$ cat src/rtl/conv_feeder.sv
// Streams a 3x3 kernel and then a row-major image from memory as 3-byte columns into a
// convolution engine, and tags each completed 3x3 window with its top-left coordinate.
module conv_feeder #(
   parameter int unsigned BIT_LEN  = 8,
   parameter int unsigned IMG_W    = 16,
   parameter int unsigned IMG_H    = 16,
   parameter int unsigned ADDR_W   = 16,
   parameter int unsigned KER_BASE = 0,
   parameter int unsigned IMG_BASE = 16
) (
   input  logic               CLK100MHZ,
   input  logic               i_reset,
   input  logic               i_start,
   input  logic               i_hold,
   output logic               o_busy,
   output logic               o_done,
   output logic               o_rd_en,
   output logic [ADDR_W-1:0]  o_addr,
   input  logic [BIT_LEN-1:0] i_rdata,
   output logic [BIT_LEN-1:0] o_dato0,
   output logic [BIT_LEN-1:0] o_dato1,
   output logic [BIT_LEN-1:0] o_dato2,
   output logic               o_valid,
   output logic               o_selecK_I,
   output logic               o_win_valid,
   output logic [7:0]         o_win_row,
   output logic [7:0]         o_win_col
);

   typedef enum logic [2:0] {IDLE, KREAD, KPUSH, IREAD, IPUSH, FLUSH, DONE} state_t;

   state_t             state_q, state_d;
   logic [1:0]         ri_q, ri_d;        // row within the column being read
   logic [8:0]         col_q, col_d;
   logic [7:0]         strip_q, strip_d;
   logic [BIT_LEN-1:0] b0_q, b1_q, b2_q;
   logic               rd_pend_q;
   logic [1:0]         rd_idx_q;
   logic               win_valid_q, win_valid_d;
   logic [7:0]         win_row_q, win_row_d;
   logic [7:0]         win_col_q, win_col_d;
   logic [ADDR_W-1:0]  addr_k, addr_i;
   logic [BIT_LEN-1:0] last_byte;

   assign addr_k = ADDR_W'(KER_BASE) + ADDR_W'(ri_q) * ADDR_W'(3) + ADDR_W'(col_q);
   assign addr_i = ADDR_W'(IMG_BASE) + (ADDR_W'(strip_q) + ADDR_W'(ri_q)) * ADDR_W'(IMG_W)
                   + ADDR_W'(col_q);

   // The bottom byte arrives during the push cycle itself unless a stall already latched it.
   assign last_byte = rd_pend_q ? i_rdata : b2_q;

   assign o_win_valid = win_valid_q;
   assign o_win_row   = win_row_q;
   assign o_win_col   = win_col_q;

   always_comb begin
      state_d     = state_q;
      ri_d        = ri_q;
      col_d       = col_q;
      strip_d     = strip_q;
      win_valid_d = 1'b0;
      win_row_d   = win_row_q;
      win_col_d   = win_col_q;
      o_busy      = (state_q != IDLE);
      o_done      = 1'b0;
      o_rd_en     = 1'b0;
      o_addr      = '0;
      o_valid     = 1'b0;
      o_selecK_I  = 1'b0;
      o_dato0     = '0;
      o_dato1     = '0;
      o_dato2     = '0;
      case (state_q)
         IDLE: begin
            if (i_start && !i_hold) begin
               state_d = KREAD;
               ri_d    = 2'd0;
               col_d   = 9'd0;
               strip_d = 8'd0;
            end
         end
         KREAD, IREAD: begin
            o_selecK_I = (state_q == IREAD);
            o_addr     = (state_q == IREAD) ? addr_i : addr_k;
            if (!i_hold) begin
               o_rd_en = 1'b1;
               if (ri_q == 2'd2) begin
                  ri_d    = 2'd0;
                  state_d = (state_q == IREAD) ? IPUSH : KPUSH;
               end else begin
                  ri_d = ri_q + 2'd1;
               end
            end
         end
         KPUSH: begin
            o_dato0 = b0_q;
            o_dato1 = b1_q;
            o_dato2 = last_byte;
            if (!i_hold) begin
               o_valid = 1'b1;
               if (col_q == 9'd2) begin
                  col_d   = 9'd0;
                  state_d = IREAD;
               end else begin
                  col_d   = col_q + 9'd1;
                  state_d = KREAD;
               end
            end
         end
         IPUSH: begin
            o_selecK_I = 1'b1;
            o_dato0    = b0_q;
            o_dato1    = b1_q;
            o_dato2    = last_byte;
            if (!i_hold) begin
               o_valid = 1'b1;
               if (col_q >= 9'd3) begin
                  win_valid_d = 1'b1;
                  win_row_d   = strip_q;
                  win_col_d   = 8'(col_q - 9'd3);
               end
               if (col_q == 9'(IMG_W - 1)) begin
                  state_d = FLUSH;
               end else begin
                  col_d   = col_q + 9'd1;
                  state_d = IREAD;
               end
            end
         end
         FLUSH: begin
            o_selecK_I = 1'b1;
            if (!i_hold) begin
               o_valid     = 1'b1;
               win_valid_d = 1'b1;
               win_row_d   = strip_q;
               win_col_d   = 8'(IMG_W - 3);
               col_d       = 9'd0;
               if (strip_q == 8'(IMG_H - 3)) begin
                  state_d = DONE;
               end else begin
                  strip_d = strip_q + 8'd1;
                  state_d = IREAD;
               end
            end
         end
         DONE: begin
            if (!i_hold) begin
               o_done  = 1'b1;
               state_d = IDLE;
            end
         end
         default: state_d = IDLE;
      endcase
   end

   always_ff @(posedge CLK100MHZ) begin
      if (i_reset) begin
         state_q     <= IDLE;
         ri_q        <= 2'd0;
         col_q       <= 9'd0;
         strip_q     <= 8'd0;
         b0_q        <= '0;
         b1_q        <= '0;
         b2_q        <= '0;
         rd_pend_q   <= 1'b0;
         rd_idx_q    <= 2'd0;
         win_valid_q <= 1'b0;
         win_row_q   <= 8'd0;
         win_col_q   <= 8'd0;
      end else begin
         state_q     <= state_d;
         ri_q        <= ri_d;
         col_q       <= col_d;
         strip_q     <= strip_d;
         rd_pend_q   <= o_rd_en;
         rd_idx_q    <= ri_q;
         win_valid_q <= win_valid_d;
         win_row_q   <= win_row_d;
         win_col_q   <= win_col_d;
         if (rd_pend_q) begin
            case (rd_idx_q)
               2'd0:    b0_q <= i_rdata;
               2'd1:    b1_q <= i_rdata;
               default: b2_q <= i_rdata;
            endcase
         end
      end
   end

endmodule
$ cat config.mk
export PLATFORM = sky130hd
export DESIGN_NAME = conv_feeder
export DESIGN_NICKNAME = d
export VERILOG_FILES = /design/src/rtl/conv_feeder.sv
export SDC_FILE = /design/constraint.sdc
export NUM_CORES = 1
export LEC_CHECK = 0
export ABC_AREA = 1
export CAP_MARGIN = 20
export CORE_MARGIN = 2
export CORE_UTILIZATION = 45
export CTS_CLUSTER_DIAMETER = 100
export DETAILED_ROUTE_END_ITERATION = 10
export MAX_ROUTING_LAYER = met4
export PLACE_DENSITY_LB_ADDON = 0.15
export SLEW_MARGIN = 20
export SYNTH_ARGS = -nofsm -noshare
export SYNTH_HDL_FRONTEND = slang
export SYNTH_SLANG_ARGS = --single-unit
$ cat constraint.sdc
create_clock -name CLK100MHZ -period 3.55 [get_ports CLK100MHZ]
set_input_delay 0.355 -clock CLK100MHZ [delete_from_list [all_inputs] [get_ports CLK100MHZ]]
set_output_delay 0.355 -clock CLK100MHZ [all_outputs]
set_load 0.02 [all_outputs]
Yosys cells after proc, flatten, opt, wreduce, memory -nomap -nowiden --
Cells that the tools add are included.
Storage, ports and cells: flip-flop bits (word level) 66, input port bits 12, output and inout port bits 62, logic and storage cells 115
Cells by class: bitwise operators 1, equality and inequality tests 21, add/subtract/negate cells 8, reduce and logical (&&, ||, !) cells 22, multiplexer cells 49, multiply operators 1, order comparisons 1
Operators with widths (number):
- $mux 8 | 13
- $mux 9 | 6
- $pmux 8 s2 | 3
- $pmux 9 s4 | 1
- $mux 15 | 2
- $mux 3 | 10
- $ne 2x2->1 const B | 10
- $pmux 3 s6 | 1
- $add 14x9->15 | 1
- $add 5x13->14 const A | 1
- $add 4x9->10 | 1
- $add 8x2->9 | 1
- $add 9x1->9 const B | 1
- $eq 3x3->1 const B | 3
- $eq 9x2->1 const B | 1
- $eq 9x4->1 const B | 1
- $ge 9x2->1 const B | 1
- $add 8x1->8 const B | 1
- $eq 8x4->1 const B | 1
- $mux 2 | 4
- $reduce_and 4->1 | 2
- $reduce_or 2->1 | 4
- $sub 8x2->8 const B | 1
- $reduce_and 7->1 | 1
- 21 further kinds | 32

Logic depth before layout (Yosys ltp) --
Gate-level depths: netlist (run 1).
depth in word-level cells 5, depth in mapped cells 14, mapped depth without buffers 14

Worst setup path after synthesis (run 1) --
OpenSTA, ideal clock, no wires.
path kind reg-to-output, start register ri_q[0], end output port o_addr[9], data arrival time 2.690 ns, setup slack 0.505 ns, stages on the path, launching flop included 10, buffers on the path 0, data required time 3.195 ns, cell sequence dfxtp_1 > ha_1 > fa_1 > xor2_1 > ha_1 > inv_1 > fa_1 > o21ai_0 > nor2_1 > o21ai_0
Between the ends: cells in the longest elaborated chain, start to end 5, elaborated cells between the ends (all ways) 7, those cells by class add/sub (4); mul (1); mux (2)
Ends and longest elaborated chain:
- start: declaration | line 33 | logic [1:0] ri_q, ri_d;
- start signal: assignment | line 172 | ri_q <= ri_d;
- $add 8x2->9 | line 46 | assign addr_i = ADDR_W'(IMG_BASE) + (ADDR_W'(strip_q) + ADDR_W'(ri_q)) * ADDR_W'(IMG_W)
- $add 5x13->14 | line 46
- $add 14x9->15 | line 47 | + ADDR_W'(col_q);
- $mux 15 (*) | line 84 | o_addr = (state_q == IREAD) ? addr_i : addr_k;
- $mux 15 (*) | line 73 | case (state_q)
- end: declaration | line 18 | output logic [ADDR_W-1:0] o_addr,
Every way passes the cells marked *; elsewhere a longest branch is shown, timed or not.

Worst setup path after layout (run 1) --
start register ri_q[1], end output port o_addr[7]
Same word-level chain as after synthesis.

==> results of run 1 <==
registers in the layout, summed over array words and instances, names as in the netlist:
signal and flops:
ri_q 2, strip_q 8, b2_q 8, o_win_col 8
b1_q 8, state_q 3, o_win_valid 1, o_win_row 8
rd_pend_q 1, b0_q 8, col_q 9, rd_idx_q 2
worst paths after layout:
kind | endpoint | slack, ps
setup / recovery | o_addr[7] | 210
setup reg to reg | col_q[1]$_SDFFE_PP0P_ | 1650
hold reg to reg | b1_q[1]$_SDFFE_PP0P_ | 450
hold / removal | b1_q[1]$_SDFFE_PP0P_ | 450
worst register-to-register path, stage by stage, from the launching register on:
cell     delay (ps)
dfxtp_1         490
ha_1            280
nand3_1         250
nor2_1          230
nand3_2         130
nand3_2         220
nand2_1          90
nand2_1          70
nor2_1           40
cells by family after synthesis:
group,after synthesis,share of synthesized area
other,1,0.0008665
flip-flops,66,0.3053
buffers and inverters,96,0.09685
adder cells (fa/ha/maj),28,0.08789
AND/OR/NAND/NOR,351,0.3510
XOR/XNOR,14,0.02833
AO/OA/AOI/OAI,110,0.1298
repair_timing:
action	in CTS	in global routing
cloned	0	0
buffers inserted	0	0
setup endpoints to repair	8	5
hold buffers	0	0
gates resized for setup	11	15
power groups by stage:
| stage | registers, mW | clock network, mW | logic, mW |
|---|---|---|---|
| after detailed placement | 0.863 | 0 | 0.692 |
| after global placement | 0.859 | 0 | 0.683 |
| after global routing | 0.855 | 0.849 | 0.788 |
| after floorplan | 0.849 | 0 | 0.503 |
| after CTS | 0.846 | 0.816 | 0.698 |
| final | 0.848 | 0.803 | 0.698 |
area by class of cell:
type | instances | area (sq um)
multi-input combinational | 506 | 2608
inverter | 74 | 279.0
timing repair buffer | 81 | 754.5
fill | 915 | 3911
tap | 129 | 161.4
sequential | 66 | 1321
clock buffer | 9 | 123.9
clock inverter | 7 | 125.1
metal layers:
metal,global-route usage,part of all wire,vias up
met3,0.03010,0.058,18
met1,0.3177,0.46,1971
li1,-,-,2273
met5,-,0,-
met4,0.07692,0.019,0
met2,0.3811,0.46,144
layout by cell type, fill, tap and decap left out, drive strengths merged, types with 10 or more instances in the layout:
cell | netlist | routed
clkbuf | 3 | 13
xor2 | 10 | 10
o21ai | 46 | 46
nand2 | 175 | 175
dfxtp | 66 | 66
buf | 19 | 12
nand3 | 53 | 53
nor2 | 110 | 110
clkdlybuf4s50 | 0 | 62
inv | 72 | 74
a21oi | 59 | 59
ha | 24 | 24
==> results.json, run 1 <==
{
  "status": "finished clean",
  "worstPathCellList": "buf_4 > fa_1 > ha_1 > fa_1 > a21o_1 > nand2_1 > nor2_1 > xor2_1 > o21ai_0 > dlygate4sd2_1",
  "clkPwrFrac": 0.342,
  "setup_viol": 0,
  "hold_violations": 0,
  "rsz0062_at_grt": "false",
  "drv_slew": 0,
  "min_period_over_period": 0.9411,
  "max_cap_viol_count": 0,
  "routabilityCongestion": 0.9955,
  "final.setup_skew_ps": 9.876,
  "grt_max_degree": 44,
  "slowest_delay_ps": 420,
  "cp-start-kind": "register",
  "combPwrFrac": 0.297,
  "die_height_microns": 102.1,
  "drt_pass1_iterations": 5,
  "r2r_start": "col_q[0]$_SDFFE_PP0P_",
  "place_inst": 856,
  "synth_area_per_cell_sq_um": 6.498,
  "power.switching_uw": 849.8,
  "critPathLaunch": "ri_q[1]$_SDFFE_PP0P_",
  "tritoncts": "done",
  "cp_max_fo": 4,
  "critPathTopFamily": "adder cells",
  "grt_pass1_wl_microns": 19330,
  "place_hpwl_microns": 8907,
  "yosysTopAreaCell": "dfxtp_1",
  "yosys_warnings": 0,
  "layout-drive-gt1-share": 0.09825,
  "root_buffer": "clkbuf_8",
  "place_ws_ps": 12.19,
  "clock-sinks": 66,
  "worst_setup_path_end_kind": "output pin",
  "cp.required_ps": 3190,
  "crit_cells": 10,
  "vias": 4406,
  "yosysSeqAreaShare": 0.3053,
  "power_mw": 2.349,
  "min_path_cells": 2,
  "start_util": 0.4662,
  "grt_usage": 0.2395,
  "dr.first_iter.drc_count": 172,
  "relSlewSlack": 0.5009,
  "n_antenna_cell": 0,
  "final_cells": 872,
  "tns_ps": 0,
  "cpMostUsedCell": "fa_1",
  "antenna_found_initial": 0,
  "insertion_delay_ps": 350,
  "ant_nets": 0,
  "worst_slack_ps": 208.9,
  "reg2regPathDepth": 8,
  "final_nets": 778,
  "fmax_mhz": 299.3,
  "intPower_mw": 1.499,
  "yosysMostFrequentCell": "nand2_1",
  "seqPwrFrac": 0.361,
  "path_class": "reg2out",
  "crit_path_top_delay_cell": "dfxtp_1",
  "cts_buffers": 9,
  "grt-ovfl-total": 0,
  "fp.coreArea_sq_um": 9284,
  "switching_share": 0.3619,
  "h-tree-depth": 3,
  "detail_route.wl_per_cell_microns": 13.32,
  "utilization": 0.5787,
  "period_minus_slack_ps": 3341,
  "areaGrowthSynthToFinish_pct": 24.14,
  "die_area_sq_um": 10420,
  "ys_top_cells_by_area": "dfxtp_1, nand2_1, nor2_1",
  "clock_path_buffers": 2,
  "stdcell_area_sq_um": 5373,
  "p_per_area_nw_per_um2": 437.1,
  "syn_area_sq_um": 4328,
  "max-vdd-ir-drop_uv": 246.1,
  "clk_pin_slew_ps": 80,
  "synthArstFlopShare": 0,
  "synthFlopType": "dfxtp_1",
  "yosysTopAreaCellShare": 0.3053,
  "fp-row-count": 35,
  "synth_edf_count": 0,
  "drcViolationCount": 0,
  "min_from": "b1_q[1]$_SDFFE_PP0P_",
  "grt_pass1_vias": 4053,
  "ys_seq_elements": 66,
  "wl_microns": 11610,
  "leakage_nw": 2.245,
  "syn_inst": 666,
  "io_buffers": 70,
  "worst_pin_slew_ps": 747.9,
  "fin_hold_ws_ps": 453.8,
  "place_area_sq_um": 5140,
  "ys_top_cells_by_count": "nand2_1, nor2_1, dfxtp_1",
  "ios": 74,
  "synthDistinctLibCells": 34,
  "fp.dieW_microns": 102.1,
  "hold_path.class": "reg2reg",
  "worst-path-buf-inv": 2,
  "viasPerCell": 5.053,
  "arrival_ps": 2990
}
(Power assumes the default switching activity.)
==> run 2, diff against run 1 <==
--- a/config.mk
+++ b/config.mk
@@ -6,9 +6,10 @@
 export NUM_CORES = 1
 export LEC_CHECK = 0
 export ABC_AREA = 1
-export CAP_MARGIN = 20
+export CELL_PAD_IN_SITES_DETAIL_PLACEMENT = 1
+export CELL_PAD_IN_SITES_GLOBAL_PLACEMENT = 2
 export CORE_MARGIN = 2
-export CORE_UTILIZATION = 45
+export CORE_UTILIZATION = 29
 export CTS_CLUSTER_DIAMETER = 100
 export DETAILED_ROUTE_END_ITERATION = 10
 export MAX_ROUTING_LAYER = met4
@@ -17,3 +18,4 @@
 export SYNTH_ARGS = -nofsm -noshare
 export SYNTH_HDL_FRONTEND = slang
 export SYNTH_SLANG_ARGS = --single-unit
+export TNS_END_PERCENT = 1
==> run 2 against run 1 <==
Design area grew 3.8%. Non-clock buffer count is 2 higher. Clock skew fell by 2.8 ps. Sequential power is essentially flat. Power up 16%. Highest routed layer unchanged. Clock-buffer cell count grew 1.
==> results.json, run 2 (synthesis results as in run 1) <==
{
  "detail_route.wl_per_cell_microns": 16.04,
  "dr.first_iter.drc_count": 234,
  "largest_reg_flops": 9,
  "relSlewSlack": 0.4827,
  "areaGrowthSynthToFinish_pct": 28.85,
  "fin_hold_ws_ps": 453.7,
  "leakage_nw": 2.306,
  "worst_pin_slew_ps": 775.0,
  "grt_usage": 0.1961,
  "die_height_microns": 126.2,
  "timing.rr.end": "col_q[0]$_SDFFE_PP0P_",
  "layout-drive-gt1-share": 0.09799,
  "ant_nets": 0,
  "root_buffer": "clkbuf_16",
  "fmax_mhz": 294.0,
  "grt_pass1_wl_microns": 24230,
  "insertion_delay_ps": 340,
  "fp-row-count": 44,
  "min_period_over_period": 0.9581,
  "post-cts-setup-buffer-count": 0,
  "clock_path_buffers": 2,
  "r2r_setup_slack_ps": 1510,
  "final_cell_mix": "nand2_1, nor2_1, dfxtp_1",
  "crit_path_top_delay_cell": "fa_2",
  "mostFrequentLayoutCell": "nand2_1",
  "die_area_sq_um": 15920,
  "regMostFlops": "col_q",
  "min_path_cells": 2,
  "path_class": "reg2out",
  "rsz0062_at_grt": "true",
  "fp.coreArea_sq_um": 14530,
  "worst_setup_path_end_kind": "output pin",
  "cp-start-kind": "register",
  "cpMostUsedCell": "ha_1",
  "drv_slew": 0,
  "fp.dieW_microns": 126.2,
  "hold_path.class": "reg2reg",
  "status": "finished clean",
  "cp.required_ps": 3190,
  "start_util": 0.2978,
  "ios": 74,
  "clk_pin_slew_ps": 60,
  "grt_max_degree": 37,
  "slowest_delay_ps": 460,
  "n_antenna_cell": 0,
  "antenna_found_initial": 0,
  "routabilityCongestion": 0.8247,
  "h-tree-depth": 3,
  "io_buffers": 70,
  "final.setup_skew_ps": 7.037,
  "hold_buffers": 0,
  "worstPathCellList": "ha_1 > fa_2 > ha_1 > ha_1 > inv_1 > fa_2 > o21ai_2 > nand2_1 > nand2_1 > a21oi_1 > nor2_1 > clkdlybuf4s15_2",
  "drt_pass1_iterations": 4,
  "viasPerCell": 4.861,
  "setup_viol": 0,
  "grt-ovfl-total": 0,
  "wl_microns": 14900,
  "p_per_area_nw_per_um2": 487.9,
  "max-vdd-ir-drop_uv": 233.5,
  "hold_violations": 0,
  "place_area_sq_um": 5224,
  "reg2regPathDepth": 8,
  "max_cap_viol_count": 0,
  "vias": 4516,
  "cp_max_fo": 3,
  "final_nets": 780,
  "endpoint": "o_addr[11]",
  "critPathLaunch": "strip_q[0]$_SDFFE_PP0P_",
  "arrival_ps": 3050,
  "tritoncts": "done",
  "period_minus_slack_ps": 3401,
  "r2r_start": "state_q[0]$_SDFFE_PP0P_",
  "grt_pass1_vias": 4728,
  "cts_buffers": 9,
  "stdcell_area_sq_um": 5577,
  "clock-sinks": 66,
  "place_hpwl_microns": 11530,
  "drcViolationCount": 0
}
[run 2: cell types whose count changed in the layout (fill, tap and decap cells not counted)]
| cell | previous run | this run |
|---|---|---|
| bufinv_16 | 3 | 4 |
| clkbuf_1 | 0 | 1 |
| buf_2 | 1 | 0 |
| a21oi_2 | 1 | 0 |
| clkinv_4 | 2 | 1 |
| clkbuf_16 | 0 | 9 |
| clkbuf_8 | 9 | 0 |
| a21oi_1 | 58 | 59 |
| inv_6 | 2 | 1 |
| buf_4 | 11 | 13 |
| clkdlybuf4s15_2 | 0 | 1 |
[run 2: report_power, final]
| part | leakage, nW | switching [mW] | total [mW] | internal, mW |
|---|---|---|---|---|
| registers | 0.533 | 0.0622 | 0.851 | 0.789 |
| logic | 1.60 | 0.512 | 0.759 | 0.247 |
| clock network | 0.177 | 0.349 | 1.11 | 0.761 |
| total | 2.31 | 0.923 | 2.72 | 1.80 |
[run 2: worst min path at each step]
stage | slack (ps) | from | endpoint
after detailed placement | 450 | b1_q[2]$_SDFFE_PP0P_ | b1_q[2]$_SDFFE_PP0P_
after global placement | 440 | b1_q[1]$_SDFFE_PP0P_ | b1_q[1]$_SDFFE_PP0P_
final | 450 | b1_q[2]$_SDFFE_PP0P_ | b1_q[2]$_SDFFE_PP0P_
after global routing | 470 | b0_q[4]$_SDFFE_PP0P_ | b0_q[4]$_SDFFE_PP0P_
after CTS | 450 | b1_q[2]$_SDFFE_PP0P_ | b1_q[2]$_SDFFE_PP0P_
after floorplan | 430 | b0_q[7]$_SDFFE_PP0P_ | b0_q[7]$_SDFFE_PP0P_
[run 2: timing repair]
action,CTS,global route
gates resized for setup,11,13
endpoints found under the setup margin,8,6
cloned,0,0
[run 2: cell type report]
cell class | instances | area [sq um]
fill | 1876 | 8957
multi-input combinational | 506 | 2604
sequential | 66 | 1321
timing repair buffer | 83 | 775.7
inverter | 74 | 279.0
tap | 184 | 230.2
clock buffer | 10 | 229.0
clock inverter | 6 | 137.6
[run 2: per-layer routing]
metal	track usage	vias up	wire length, microns
met1	0.2398	2148	6868
met5	-	-	0
met4	0.06787	0	299
met3	0.03101	20	508
li1	-	2267	-
met2	0.3289	81	7223
[run 2: critical path, delay by kind of cell, from the launching register on]
family                     cells  cell delay [ps]
and+or+nand+nor                3              290
AOI/OAI and AO/OA              2              240
buffers and inverters          2              330
adders and majority gates      5             1520
DFF                            1              340
[run 2: through the flow]
step           utilization  std cells  worst slack (ps)  setup TNS, ps  total power, mW
6_report            0.3837        929             148.9              0            2.721
5_1_grt             0.3837        929            -12.71         -12.71            2.865
4_1_cts             0.3841        929             8.334              0            2.743
3_5_place_dp        0.3594        913            -28.97         -28.97            1.616
3_3_place_gp        0.3594        913             50.19              0            1.599
2_1_floorplan            -        668             504.8              0            1.352
==> run 3, diff against run 2 <==
--- a/config.mk
+++ b/config.mk
@@ -9,7 +9,7 @@
 export CELL_PAD_IN_SITES_DETAIL_PLACEMENT = 1
 export CELL_PAD_IN_SITES_GLOBAL_PLACEMENT = 2
 export CORE_MARGIN = 2
-export CORE_UTILIZATION = 29
+export CORE_UTILIZATION = 26
 export CTS_CLUSTER_DIAMETER = 100
 export DETAILED_ROUTE_END_ITERATION = 10
 export MAX_ROUTING_LAYER = met4
==> constraint.sdc (replaced) <==
create_clock -name CLK100MHZ -period 2.8 [get_ports CLK100MHZ]
set_input_delay 0.28 -clock CLK100MHZ [delete_from_list [all_inputs] [get_ports CLK100MHZ]]
set_output_delay 0.28 -clock CLK100MHZ [all_outputs]
set_load 0.02 [all_outputs]
==> run 3 against run 2 <==
The flow now finishes with violations (negative setup slack). Non-clock buffer count is 26 higher. Critical path depth stayed put. Design area is 5.1% higher. Largest cell class unchanged. Highest routed layer unchanged.
==> results.json, run 3 (synthesis results as in run 1) <==
{
  "max-vdd-ir-drop_uv": 281.3,
  "fp-row-count": 47,
  "place_inst": 975,
  "p_per_area_nw_per_um2": 558.5,
  "grt_max_degree": 25,
  "mostFrequentLayoutCell": "nand2_1",
  "largest_reg_flops": 9,
  "insertion_delay_ps": 340,
  "drt_pass1_iterations": 4,
  "place_hpwl_microns": 11890,
  "setup_viol": 17,
  "viasPerCell": 4.649,
  "detail_route.wl_per_cell_microns": 15.28,
  "clock-sinks": 66,
  "cts_buffers": 9,
  "grt_usage": 0.1809,
  "routabilityCongestion": 0.8383,
  "tritoncts": "done",
  "dr.first_iter.drc_count": 204,
  "crit_path_top_delay_cell": "fa_2",
  "grt_pass1_wl_microns": 24340,
  "clk_pin_slew_ps": 50,
  "regMostFlops": "col_q",
  "multiInputGateArea_sq_um": 2703,
  "hold_path.class": "reg2reg",
  "leakage_nw": 2.442,
  "ios": 74,
  "arrival_ps": 2770,
  "final.setup_skew_ps": 10.01,
  "period_minus_slack_ps": 3045,
  "violations": "negative setup slack",
  "final_nets": 806,
  "tns_ps": -1635,
  "fp.coreArea_sq_um": 16410,
  "die_height_microns": 133.0,
  "io_buffers": 70,
  "rsz0062_at_grt": "true",
  "antenna_found_initial": 0,
  "wl_microns": 15130,
  "utilization": 0.3572,
  "r2r_start": "col_q[0]$_SDFFE_PP0P_",
  "h-tree-depth": 3,
  "final_cell_mix": "nand2_1, nor2_1, dfxtp_1",
  "cp_max_fo": 2,
  "ff_latch_area_sq_um": 1325,
  "layout-drive-gt1-share": 0.1649,
  "n_antenna_cell": 0,
  "hold_buffers": 0,
  "fp.dieW_microns": 133.0,
  "die_area_sq_um": 17690,
  "grt-ovfl-total": 0,
  "clock_path_buffers": 2,
  "fmax_mhz": 328.4,
  "post-cts-setup-buffer-count": 0,
  "r2r_setup_slack_ps": 940,
  "worst_setup_path_end_kind": "output pin",
  "cp-start-kind": "register",
  "grt_pass1_vias": 4555,
  "drv_slew": 0,
  "path_class": "reg2out",
  "timing.rr.end": "col_q[1]$_SDFFE_PP0P_",
  "cp.required_ps": 2520,
  "fillCellCount": 2069,
  "vias": 4603,
  "worst_slack_ps": -245.3,
  "drcViolationCount": 0,
  "power_mw": 3.273,
  "relSlewSlack": 0.5166,
  "min_period_over_period": 1.088,
  "reg2regPathDepth": 9,
  "hold_violations": 0,
  "ant_nets": 0,
  "endpoint": "o_addr[9]",
  "start_util": 0.2638,
  "max_cap_viol_count": 0,
  "worstPathCellList": "ha_4 > fa_2 > ha_1 > ha_1 > inv_1 > fa_2 > o21ai_2 > nand2_2 > buf_4 > nand2_1 > o21ai_1 > buf_4",
  "fin_hold_ws_ps": 451.8,
  "root_buffer": "clkbuf_16",
  "status": "complete, but fails checks",
  "min_path_cells": 2,
  "slowest_delay_ps": 420,
  "final_cells": 990,
  "critPathLaunch": "ri_q[0]$_SDFFE_PP0P_",
  "areaGrowthSynthToFinish_pct": 35.41,
  "worst_pin_slew_ps": 724.3
}
==> run 3: changes by cell type in the layout (fill, tap and decap cells not counted), sizes merged <==
cell / change
bufinv: -2
clkdlybuf4s15: -1
inv: -1
dlymetal6s2s: +1
clkinv: +2
dlygate4sd2: -3
clkinvlp: +1
buf: +36
clkbuf: -4
clkdlybuf4s50: -4
==> run 3: report_power, final <==
part	switching, mW	internal [mW]
sequential	0.0511	1.00
clock	0.445	0.770
combinational	0.667	0.337
==> run 3: through the flow <==
step / worst slack (ps) / cell area, sq um
after floorplan: 9.655 / 4342
after global placement: -459.8 / 5470
after detailed placement: -508.3 / 5470
after CTS: -295.9 / 5813
after global routing: -401.0 / 5861
final: -245.3 / 5861
==> run 3: worst min-delay path by stage <==
stage / startpoint / to / slack (ps)
after global placement: b1_q[4]$_SDFFE_PP0P_ / b1_q[4]$_SDFFE_PP0P_ / 440
after detailed placement: b0_q[7]$_SDFFE_PP0P_ / b0_q[7]$_SDFFE_PP0P_ / 450
final: b0_q[7]$_SDFFE_PP0P_ / b0_q[7]$_SDFFE_PP0P_ / 450
after CTS: b0_q[7]$_SDFFE_PP0P_ / b0_q[7]$_SDFFE_PP0P_ / 460
after global routing: b1_q[0]$_SDFFE_PP0P_ / b1_q[0]$_SDFFE_PP0P_ / 470
after floorplan: i_reset / rd_idx_q[0]$_SDFF_PP0_ / 360
==> run 3: layer usage <==
metal,GRT usage,share of wire
met1,0.2263,0.47
met2,0.2999,0.48
met3,0.02414,0.036
met4,0.06213,0.013
met5,-,0
==> run 3: area by class of cell <==
type / instances / share of cell area
clock inverters: 6 / 0.01409
flip-flops and latches: 66 / 0.2261
inverters: 74 / 0.04761
well taps: 220 / 0.04697
multi-input cells: 506 / 0.4611
clock buffers: 9 / 0.03843
repair buffers: 109 / 0.1657
==> run 3: timing repair <==
| action | CTS | global route |
|---|---|---|
| pin swaps | 3 | 3 |
| setup endpoints to repair | 26 | 35 |
| hold endpoints to repair | 0 | 0 |
| cloned | 0 | 0 |
| resized for setup | 66 | 19 |
==> run 3: worst max-delay path: cells and delay by family, from the launching register on <==
kind            cells  cell delay, ps
fa+ha+maj           5            1350
compound gates      2             240
simple gates        2             130
flops               1             350
buf+inv             3             350
